==> src/rtl/pipe_reg_if.sv <==
// pipe_reg_if -- valid/ready handshake bundle for pipe_reg.
//   in_valid/in_data/in_ready    : upstream side (producer -> pipe)
//   out_valid/out_data/out_ready : downstream side (pipe -> consumer)
// Modports:
//   master : the environment around the pipe (drives in_*, out_ready)
//   slave  : the pipe itself
interface pipe_reg_if #(
  parameter int WIDTH = 8
);
  logic             in_valid;
  logic [WIDTH-1:0] in_data;
  logic             in_ready;
  logic             out_valid;
  logic [WIDTH-1:0] out_data;
  logic             out_ready;

  modport master (
    output in_valid, in_data, out_ready,
    input  in_ready, out_valid, out_data
  );

  modport slave (
    input  in_valid, in_data, out_ready,
    output in_ready, out_valid, out_data
  );
endinterface

==> src/rtl/pipe_reg.sv <==
// pipe_reg -- DEPTH-stage elastic pipeline register with collapsing bubbles.
// Ports:
//   clk   : clock, all state on rising edge
//   rst   : asynchronous active-high reset, clears valid and data of every stage
//   flush : synchronous clear of all stage valid bits (data left as is)
//   bus   : pipe_reg_if.slave handshake (in_* upstream, out_* downstream)
//   occ   : registered count of valid stages (only with PIPE_REG_OCC_EN)
// Optional feature macro: PIPE_REG_OCC_EN (adds the occ port and its counter).

// One stage: loads from its upstream neighbour when allowed; the data
// register only moves when a valid word is arriving.
module pipe_reg_stage #(
  parameter int WIDTH = 8
) (
  input  logic             clk,
  input  logic             rst,
  input  logic             flush,
  input  logic             load,
  input  logic             in_v,
  input  logic [WIDTH-1:0] in_d,
  output logic             v,
  output logic [WIDTH-1:0] d
);
  always_ff @(posedge clk or posedge rst) begin
    if (rst) begin
      v <= 1'b0;
      d <= '0;
    end else if (flush) begin
      v <= 1'b0;
    end else if (load) begin
      v <= in_v;
      if (in_v) d <= in_d;
    end
  end
endmodule

module pipe_reg #(
  parameter int WIDTH = 8,
  parameter int DEPTH = 4
) (
  input  logic                         clk,
  input  logic                         rst,
  input  logic                         flush,
  pipe_reg_if.slave                    bus
`ifdef PIPE_REG_OCC_EN
  ,
  output logic [$clog2(DEPTH+1)-1:0]   occ
`endif
);
  logic [DEPTH-1:0]            vld;
  logic [DEPTH-1:0]            rdy;
  logic [DEPTH-1:0][WIDTH-1:0] data;

  // Ready ripples from the output back: a stage can take a word if it is
  // empty or if the stage after it is moving, so bubbles collapse.
  always_comb begin
    rdy          = '0;
    rdy[DEPTH-1] = !vld[DEPTH-1] | bus.out_ready;
    for (int i = DEPTH - 2; i >= 0; i--)
      rdy[i] = !vld[i] | rdy[i+1];
  end

  for (genvar i = 0; i < DEPTH; i++) begin : g_stage
    logic             prev_v;
    logic [WIDTH-1:0] prev_d;
    if (i == 0) begin : g_head
      assign prev_v = bus.in_valid;
      assign prev_d = bus.in_data;
    end else begin : g_body
      assign prev_v = vld[i-1];
      assign prev_d = data[i-1];
    end

    pipe_reg_stage #(.WIDTH(WIDTH)) u_stage (
      .clk   (clk),
      .rst   (rst),
      .flush (flush),
      .load  (rdy[i]),
      .in_v  (prev_v),
      .in_d  (prev_d),
      .v     (vld[i]),
      .d     (data[i])
    );
  end

  // Outputs come straight from the last stage's registers.
  assign bus.out_valid = vld[DEPTH-1];
  assign bus.out_data  = data[DEPTH-1];
  assign bus.in_ready  = rdy[0] & !flush;

`ifdef PIPE_REG_OCC_EN
  localparam int OW = $clog2(DEPTH + 1);
  logic in_xfer, out_xfer;
  assign in_xfer  = bus.in_valid & bus.in_ready;
  assign out_xfer = bus.out_valid & bus.out_ready;

  always_ff @(posedge clk or posedge rst) begin
    if (rst)                        occ <= '0;
    else if (flush)                 occ <= '0;
    else if (in_xfer && !out_xfer)  occ <= occ + OW'(1);
    else if (!in_xfer && out_xfer)  occ <= occ - OW'(1);
  end
`endif
endmodule

==> src/flat_wrapper.sv <==
// flat-port wrapper written by rule: the top's interface ports become plain ports
module pipe_reg_flat 
#(
  parameter int WIDTH = 8,
  parameter int DEPTH = 4
)
  (clk, rst, flush, bus_in_valid, bus_in_data, bus_out_ready, bus_in_ready, bus_out_valid, bus_out_data);
  pipe_reg_if #(.WIDTH(WIDTH)) bus_i ();
  input  logic clk;
  input  logic rst;
  input  logic flush;
  input wire logic [$bits(bus_i.in_valid)-1:0] bus_in_valid;
  input wire logic [$bits(bus_i.in_data)-1:0] bus_in_data;
  input wire logic [$bits(bus_i.out_ready)-1:0] bus_out_ready;
  output wire logic [$bits(bus_i.in_ready)-1:0] bus_in_ready;
  output wire logic [$bits(bus_i.out_valid)-1:0] bus_out_valid;
  output wire logic [$bits(bus_i.out_data)-1:0] bus_out_data;
  assign bus_i.in_valid = bus_in_valid;
  assign bus_i.in_data = bus_in_data;
  assign bus_i.out_ready = bus_out_ready;
  assign bus_in_ready = bus_i.in_ready;
  assign bus_out_valid = bus_i.out_valid;
  assign bus_out_data = bus_i.out_data;
  pipe_reg #(.WIDTH(WIDTH), .DEPTH(DEPTH)) u_core (.clk(clk), .rst(rst), .flush(flush), .bus(bus_i));
endmodule
==> config.mk <==
export PLATFORM = sky130hd
export DESIGN_NAME = pipe_reg_flat
export DESIGN_NICKNAME = d
export VERILOG_FILES = /design/src/rtl/pipe_reg_if.sv /design/src/rtl/pipe_reg.sv /design/src/flat_wrapper.sv
export SDC_FILE = /design/constraint.sdc
export NUM_CORES = 1
export LEC_CHECK = 0
export CAP_MARGIN = 0
export CORE_MARGIN = 2
export CORE_UTILIZATION = 30
export DETAILED_ROUTE_END_ITERATION = 10
export SETUP_SLACK_MARGIN = 0.1
export SLEW_MARGIN = 40
export SYNTH_ARGS = -nofsm -noshare
export SYNTH_HDL_FRONTEND = slang
export SYNTH_SLANG_ARGS = --single-unit
==> constraint.sdc <==
create_clock -name clk -period 1.9 [get_ports clk]
set_clock_uncertainty 0.15 [all_clocks]
set_input_delay 0.285 -clock clk [delete_from_list [all_inputs] [get_ports clk]]
set_output_delay 0.285 -clock clk [all_outputs]
set_load 0.01 [all_outputs]
==> results_dict.tcl, run 1 <==
set metrics [dict create \
    setup_violations 0 \
    rsz0062_at_grt "false" \
    die_w_um 72.9 \
    ys_ff_latch 36 \
    antenna_found_initial 0 \
    grt_pass1_wl_um 3860 \
    insertedDiodeCount 0 \
    ant_nets 0 \
    synth.area.top_cells "dfrtp_1 (63%), mux2_2 (19%), mux2_4 (8.4%), nor2_1 (1.6%), or3b_1 (1.2%)" \
    drv_slew 0 \
    synth_cells 91 \
    grt_max_degree 37 \
    yosys_warnings 0 \
    layout-drive-gt1-share 0.403 \
    r2r_cells 4 \
    path_max_fanout 8 \
    vias 780 \
    initial_core_util 0.306 \
    chipHeight_um 72.9 \
    grt_pass1_vias 844 \
    relSlewSlack 0.711 \
    die-area_sq_um 5310 \
    p_leak_nw 0.850 \
    drc 0 \
    drv_cap 0 \
    wire_per_inst_um 12.3 \
    grt_use_total 0.0986 \
    viasPerCell 4.38 \
    n_fill_cell 454 \
    drt-initial-drc-count 40 \
    synthesis.nets 104 \
    firstDrtPassIters 3 \
    cts-root-buf "clkbuf_8" \
    period_share 0.916 \
    yosysUniqueCellTypes 15 \
    synth_largest_area_cell "dfrtp_1" \
    min-delay-path-class "input port to async pin" \
    port_buffers 22 \
    hold_viol_final 0 \
    gp_congestion 0.705 \
    yosysTopAreaCellShare 0.633 \
    rrSetupSlack_ns 0.16 \
    power_density_nw_per_um2 1130 \
    met3_length_um 82 \
    required_ns 1.92 \
    core-area_sq_um 4660 \
    reg2reg_from "u_core.g_stage[1].u_stage.v" \
    clkTransAtPathRegs_ns 0.07 \
    dp_hpwl_um 1600 \
    clkSinkCount 36 \
    clock_path_buffers 2 \
    worstSetupStartpointType "register" \
    path_class "register to register" \
    wl_met1_um 937 \
    h-tree-depth 2 \
    cts_tree "yes" \
    final_net_count 136 \
    ir_drop_v 0.000322 \
    io_pins 23 \
    wl_um 2190 \
    crit_path_end_kind "register" \
    insertion_delay_ns 0.28 \
    finalPower_mw 2.09 \
    maxUsedRoutingLayer "met4" \
    gr-total-overflow 0 \
    worst-slew-pin-transition_ns 0.434 \
    synth_area_sq_um 1420 \
    fmax_mhz 575 \
    num_rows 25 \
    worstPathArrival_ns 1.76 \
    numCtsBuffers 5 \
    outcome "complete, no violations" \
    fin_tns_setup_ns 0 \
    area_growth_pct 30.0 \
    finalCriticalPeriod_ns 1.74 \
    met2_wirelength_um 1110 \
    synth_area_per_cell_sq_um 15.6 \
    crit-reg2reg-capture "u_core.g_stage[1].u_stage.d[5]" \
    seq_area_frac_synth 0.633 \
]
[sequential cells by signal, summed over array words and instances, names as in the netlist]
signal and cells:
u_core.g_stage.u_stage.d 32, u_core.g_stage.u_stage.v 4
[final cells by class]
type	count	area [sq um]	share of cell area
timing repair buffer	30	294	0.159
clock buffer	7	86.3	0.0467
sequential	36	901	0.487
multi-input combinational	48	487	0.263
clock inverter	1	7.51	0.00406
inverter	2	7.51	0.00406
tap	54	67.6	0.0365
[kinds of logic after synthesis]
| logic type | count (synthesis) | synth area share |
|---|---|---|
| compound gates | 5 | 0.0237 |
| buf+inv | 7 | 0.0255 |
| flops | 36 | 0.633 |
| mux | 32 | 0.274 |
| simple gates | 11 | 0.0439 |
[synth_stat cells]
master,n
or3b_1,2
mux2_2,24
nand2b_1,1
buf_6,1
nor2b_1,1
and4b_1,1
mux2_4,8
a211o_2,1
clkbuf_1,2
buf_2,2
inv_1,2
nor2_1,6
dfrtp_1,36
a21oi_1,3
a21oi_2,1
[metrics by stage]
| step | instances | util | instance area (sq um) | worst slack (ns) | hold slack (ns) |
|---|---|---|---|---|---|
| 6_report | 178 | 0.397 | 1850 | 0.160 | 0.254 |
| 5_1_grt | 178 | 0.397 | 1850 | 0.116 | 0.316 |
| 4_1_cts | 176 | 0.395 | 1840 | 0.107 | 0.275 |
| 3_5_place_dp | 168 | 0.373 | 1740 | -0.201 | 0.338 |
| 3_3_place_gp | 168 | 0.373 | 1740 | -0.201 | 0.337 |
| 2_1_floorplan | 91 | - | 1420 | 0.126 | 0.262 |
[what timing repair did]
action                                  in CTS  in global routing
setup buffers                                0                  2
hold buffers                                 0                  0
endpoints found under the setup margin       9                 13
gates resized for setup                      4                  2
endpoints found under the hold margin        0                  0
pin swaps                                    0                  1
[per-layer routing]
metal | global-route usage | vias to the layer above
met5 | 0 | -
met2 | 0.157 | 19
met1 | 0.116 | 375
met4 | 0.0617 | 0
met3 | 0.0304 | 6
li1 | - | 380
[power breakdown]
| part | switching [mW] | internal [mW] | total, mW |
|---|---|---|---|
| Sequential | 0.102 | 0.976 | 1.08 |
| Combinational | 0.136 | 0.323 | 0.459 |
| Clock | 0.255 | 0.294 | 0.549 |
| Total | 0.493 | 1.59 | 2.09 |
[how the worst max path moves through the flow]
| stage | startpoint | endpoint |
|---|---|---|
| 2_1_floorplan | u_core.g_stage[3].u_stage.v | u_core.g_stage[1].u_stage.d[0] |
| 3_5_place_dp | bus_out_ready | u_core.g_stage[1].u_stage.d[1] |
| 6_report | u_core.g_stage[1].u_stage.v | u_core.g_stage[1].u_stage.d[5] |
| 4_1_cts | bus_out_ready | bus_in_ready |
| 5_1_grt | u_core.g_stage[1].u_stage.v | u_core.g_stage[1].u_stage.d[5] |
| 3_3_place_gp | bus_out_ready | bus_in_ready |
[layout by cell type, fill, tap and decap left out, types with 2 or more instances in the layout]
| cell | netlist | routed |
|---|---|---|
| clkdlybuf4s50_1 | 0 | 20 |
| clkbuf_8 | 0 | 6 |
| dfrtp_1 | 36 | 36 |
| a21oi_1 | 3 | 3 |
| or3b_1 | 2 | 2 |
| nor2_1 | 6 | 6 |
| inv_1 | 2 | 2 |
| buf_4 | 0 | 6 |
| mux2_2 | 24 | 24 |
| mux2_4 | 8 | 8 |
[worst max-delay path, stage by stage, from the launching register on]
cell	delay, ns
dfrtp_1	0.40
and4b_1	0.23
or3b_1	0.40
buf_6	0.16
mux2_4	0.29
Power figures use the tool's default switching activity.
==> run 2: changes to the inputs <==
--- a/config.mk
+++ b/config.mk
@@ -9,6 +9,7 @@
 export CORE_MARGIN = 2
 export CORE_UTILIZATION = 30
 export DETAILED_ROUTE_END_ITERATION = 10
+export GPL_TIMING_DRIVEN = 0
 export SETUP_SLACK_MARGIN = 0.1
 export SLEW_MARGIN = 40
 export SYNTH_ARGS = -nofsm -noshare
==> run 2 against run 1 <==
  * Routed wire length decreased by 4.2%
  * Non-clock buffer count decreased by 2
  * Flip-flop and latch count unchanged
  * Total power decreased by 1.1%
  * Critical path depth increased by 1
  * First-iteration DRC count decreased by 10%
  * Core utilization decreased by 0.70 points
  * Register-to-register slack got worse by 0.07 ns
  * Fmax decreased by 3.8%
  * Clock-buffer cell count decreased by 1
  * Setup slack got worse by 0.068 ns
  * Hold slack got worse by 0.14 ns
  * Critical path type unchanged
  * Largest power group unchanged
==> results_dict.tcl, run 2 (same netlist as run 1, synthesis figures left out) <==
set metrics [dict create \
    fmax_mhz 553 \
    wl_um 2100 \
    gp_congestion 0.679 \
    layout-drive-gt1-share 0.418 \
    area_growth_pct 27.7 \
    die_w_um 72.9 \
    grt_pass1_vias 809 \
    required_ns 1.92 \
    setup_violations 0 \
    cts_tree "yes" \
    crit_top_cell "buf_6" \
    relSlewSlack 0.600 \
    rrSetupSlack_ns 0.09 \
    final_net_count 134 \
    p_sw_frac 0.234 \
    clock_path_buffers 2 \
    final_cell_mix "dfrtp_1 (36), mux2_2 (24), clkdlybuf4s50_1 (19)" \
    port_buffers 21 \
    gr-total-overflow 0 \
    power_density_nw_per_um2 1130 \
    h-tree-depth 2 \
    insertedDiodeCount 0 \
    outcome "complete, no violations" \
    period_share 0.952 \
    clkSinkCount 36 \
    slowest_delay_ns 0.40 \
    top_register "u_core.g_stage.u_stage.d" \
    clkTransAtPathRegs_ns 0.07 \
    firstDrtPassIters 3 \
    p_clk_frac 0.262 \
    seq_power_share 0.522 \
    mostFrequentLayoutCell "dfrtp_1" \
    hold_viol_final 0 \
    worstSetupStartpointType "register" \
    dp_hpwl_um 1490 \
    chipHeight_um 72.9 \
    fin_hold_ws_ns 0.112 \
    path_max_fanout 8 \
    worstPathArrival_ns 1.82 \
    antenna_found_initial 0 \
    cts_hold_buffers 0 \
    path_class "register to register" \
    wire_per_inst_um 11.9 \
    num_rows 25 \
    placed_cell_area_sq_um 1700 \
    rsz0062_at_grt "true" \
    finalPower_mw 2.06 \
    fin_tns_setup_ns 0 \
    drt-initial-drc-count 36 \
    min-delay-path-class "input port to register" \
    worst-slew-pin-transition_ns 0.599 \
    cp_cell_sequence "and4b_1 > buf_6 > or3b_1 > buf_6 > mux2_4" \
    p_switching_uw 482 \
    drv_cap 0 \
    numCtsBuffers 5 \
    cts-root-buf "clkbuf_8" \
    reg_top3 "u_core.g_stage.u_stage.d: 32 flops, u_core.g_stage.u_stage.v: 4 flops" \
    drv_slew 0 \
    largest_reg_flops 32 \
    dpl.cell_count 166 \
    vias 782 \
    grt_use_total 0.0922 \
    instances_no_fill 176 \
    io_pins 23 \
    core-area_sq_um 4660 \
    cp.buffers_inverters 2 \
    ir_drop_v 0.000412 \
    grt_max_degree 37 \
    combinationalPowerShare 0.216 \
    crit_path_end_kind "register" \
    power.internal_mw 1.58 \
    cpLargestDelayFamily "simple AND/OR/NAND/NOR gates" \
    p_leak_nw 0.835 \
    final_cell_area_sq_um 1820 \
    grt_pass1_wl_um 3650 \
    cpMaxStageDelayCell "dfrtp_1" \
    drc 0 \
    viasPerCell 4.44 \
    finalCriticalPeriod_ns 1.81 \
    initial_core_util 0.306 \
    die-area_sq_um 5310 \
    insertion_delay_ns 0.28 \
    ant_nets 0 \
]
## run 2: layer usage
| metal | track usage | vias to the layer above | share of wire |
|---|---|---|---|
| li1 | - | 374 | - |
| met1 | 0.100 | 384 | 0.43 |
| met2 | 0.148 | 18 | 0.50 |
| met3 | 0.0414 | 6 | 0.042 |
| met4 | 0.0535 | 0 | 0.026 |
| met5 | 0 | - | 0 |
## run 2: path summary, 6_finish.rpt
path                                                start                             end  cells after the start
min in group asynchronous                             rst     u_core.g_stage[1].u_stage.v                      2
max reg2reg                   u_core.g_stage[3].u_stage.v  u_core.g_stage[1].u_stage.d[7]                      5
min reg2reg                u_core.g_stage[0].u_stage.d[2]  u_core.g_stage[1].u_stage.d[2]                      1
max in group asynchronous                             rst  u_core.g_stage[1].u_stage.d[3]                      2
min                                                 flush     u_core.g_stage[1].u_stage.v                      2
max                           u_core.g_stage[3].u_stage.v  u_core.g_stage[1].u_stage.d[7]                      5
## run 2: power by group through the flow
stage,combinational [mW],clock (mW),sequential (mW)
floorplan,0.244,0,1.10
global placement,0.441,0,1.09
detailed placement,0.451,0,1.10
CTS,0.452,0.561,1.08
global route,0.484,0.598,1.11
finish,0.446,0.540,1.08
## run 2: metrics by stage
step,utilization,setup slack (ns)
floorplan,-,0.126
global placement,0.365,-0.308
detailed placement,0.365,-0.302
CTS,0.389,0.0903
global route,0.390,0.0612
finish,0.390,0.0918
## run 2: what timing repair did
item / 4_1_cts / 5_1_grt
setup endpoints to repair: 26 / 24
buffers inserted: 3 / 1
resized for setup: 7 / 0
gates cloned: 0 / 0
pin swaps: 1 / 2
## run 2: final cells by class
cell class / instances / area [sq um]
clock buffers: 6 / 82.6
multi-input cells: 48 / 487
fillers: 421 / 2840
clock inverters: 2 / 10.0
inverters: 2 / 8.76
plain buffers: 3 / 27.5
well taps: 54 / 67.6
flip-flops and latches: 36 / 901
repair buffers: 25 / 234
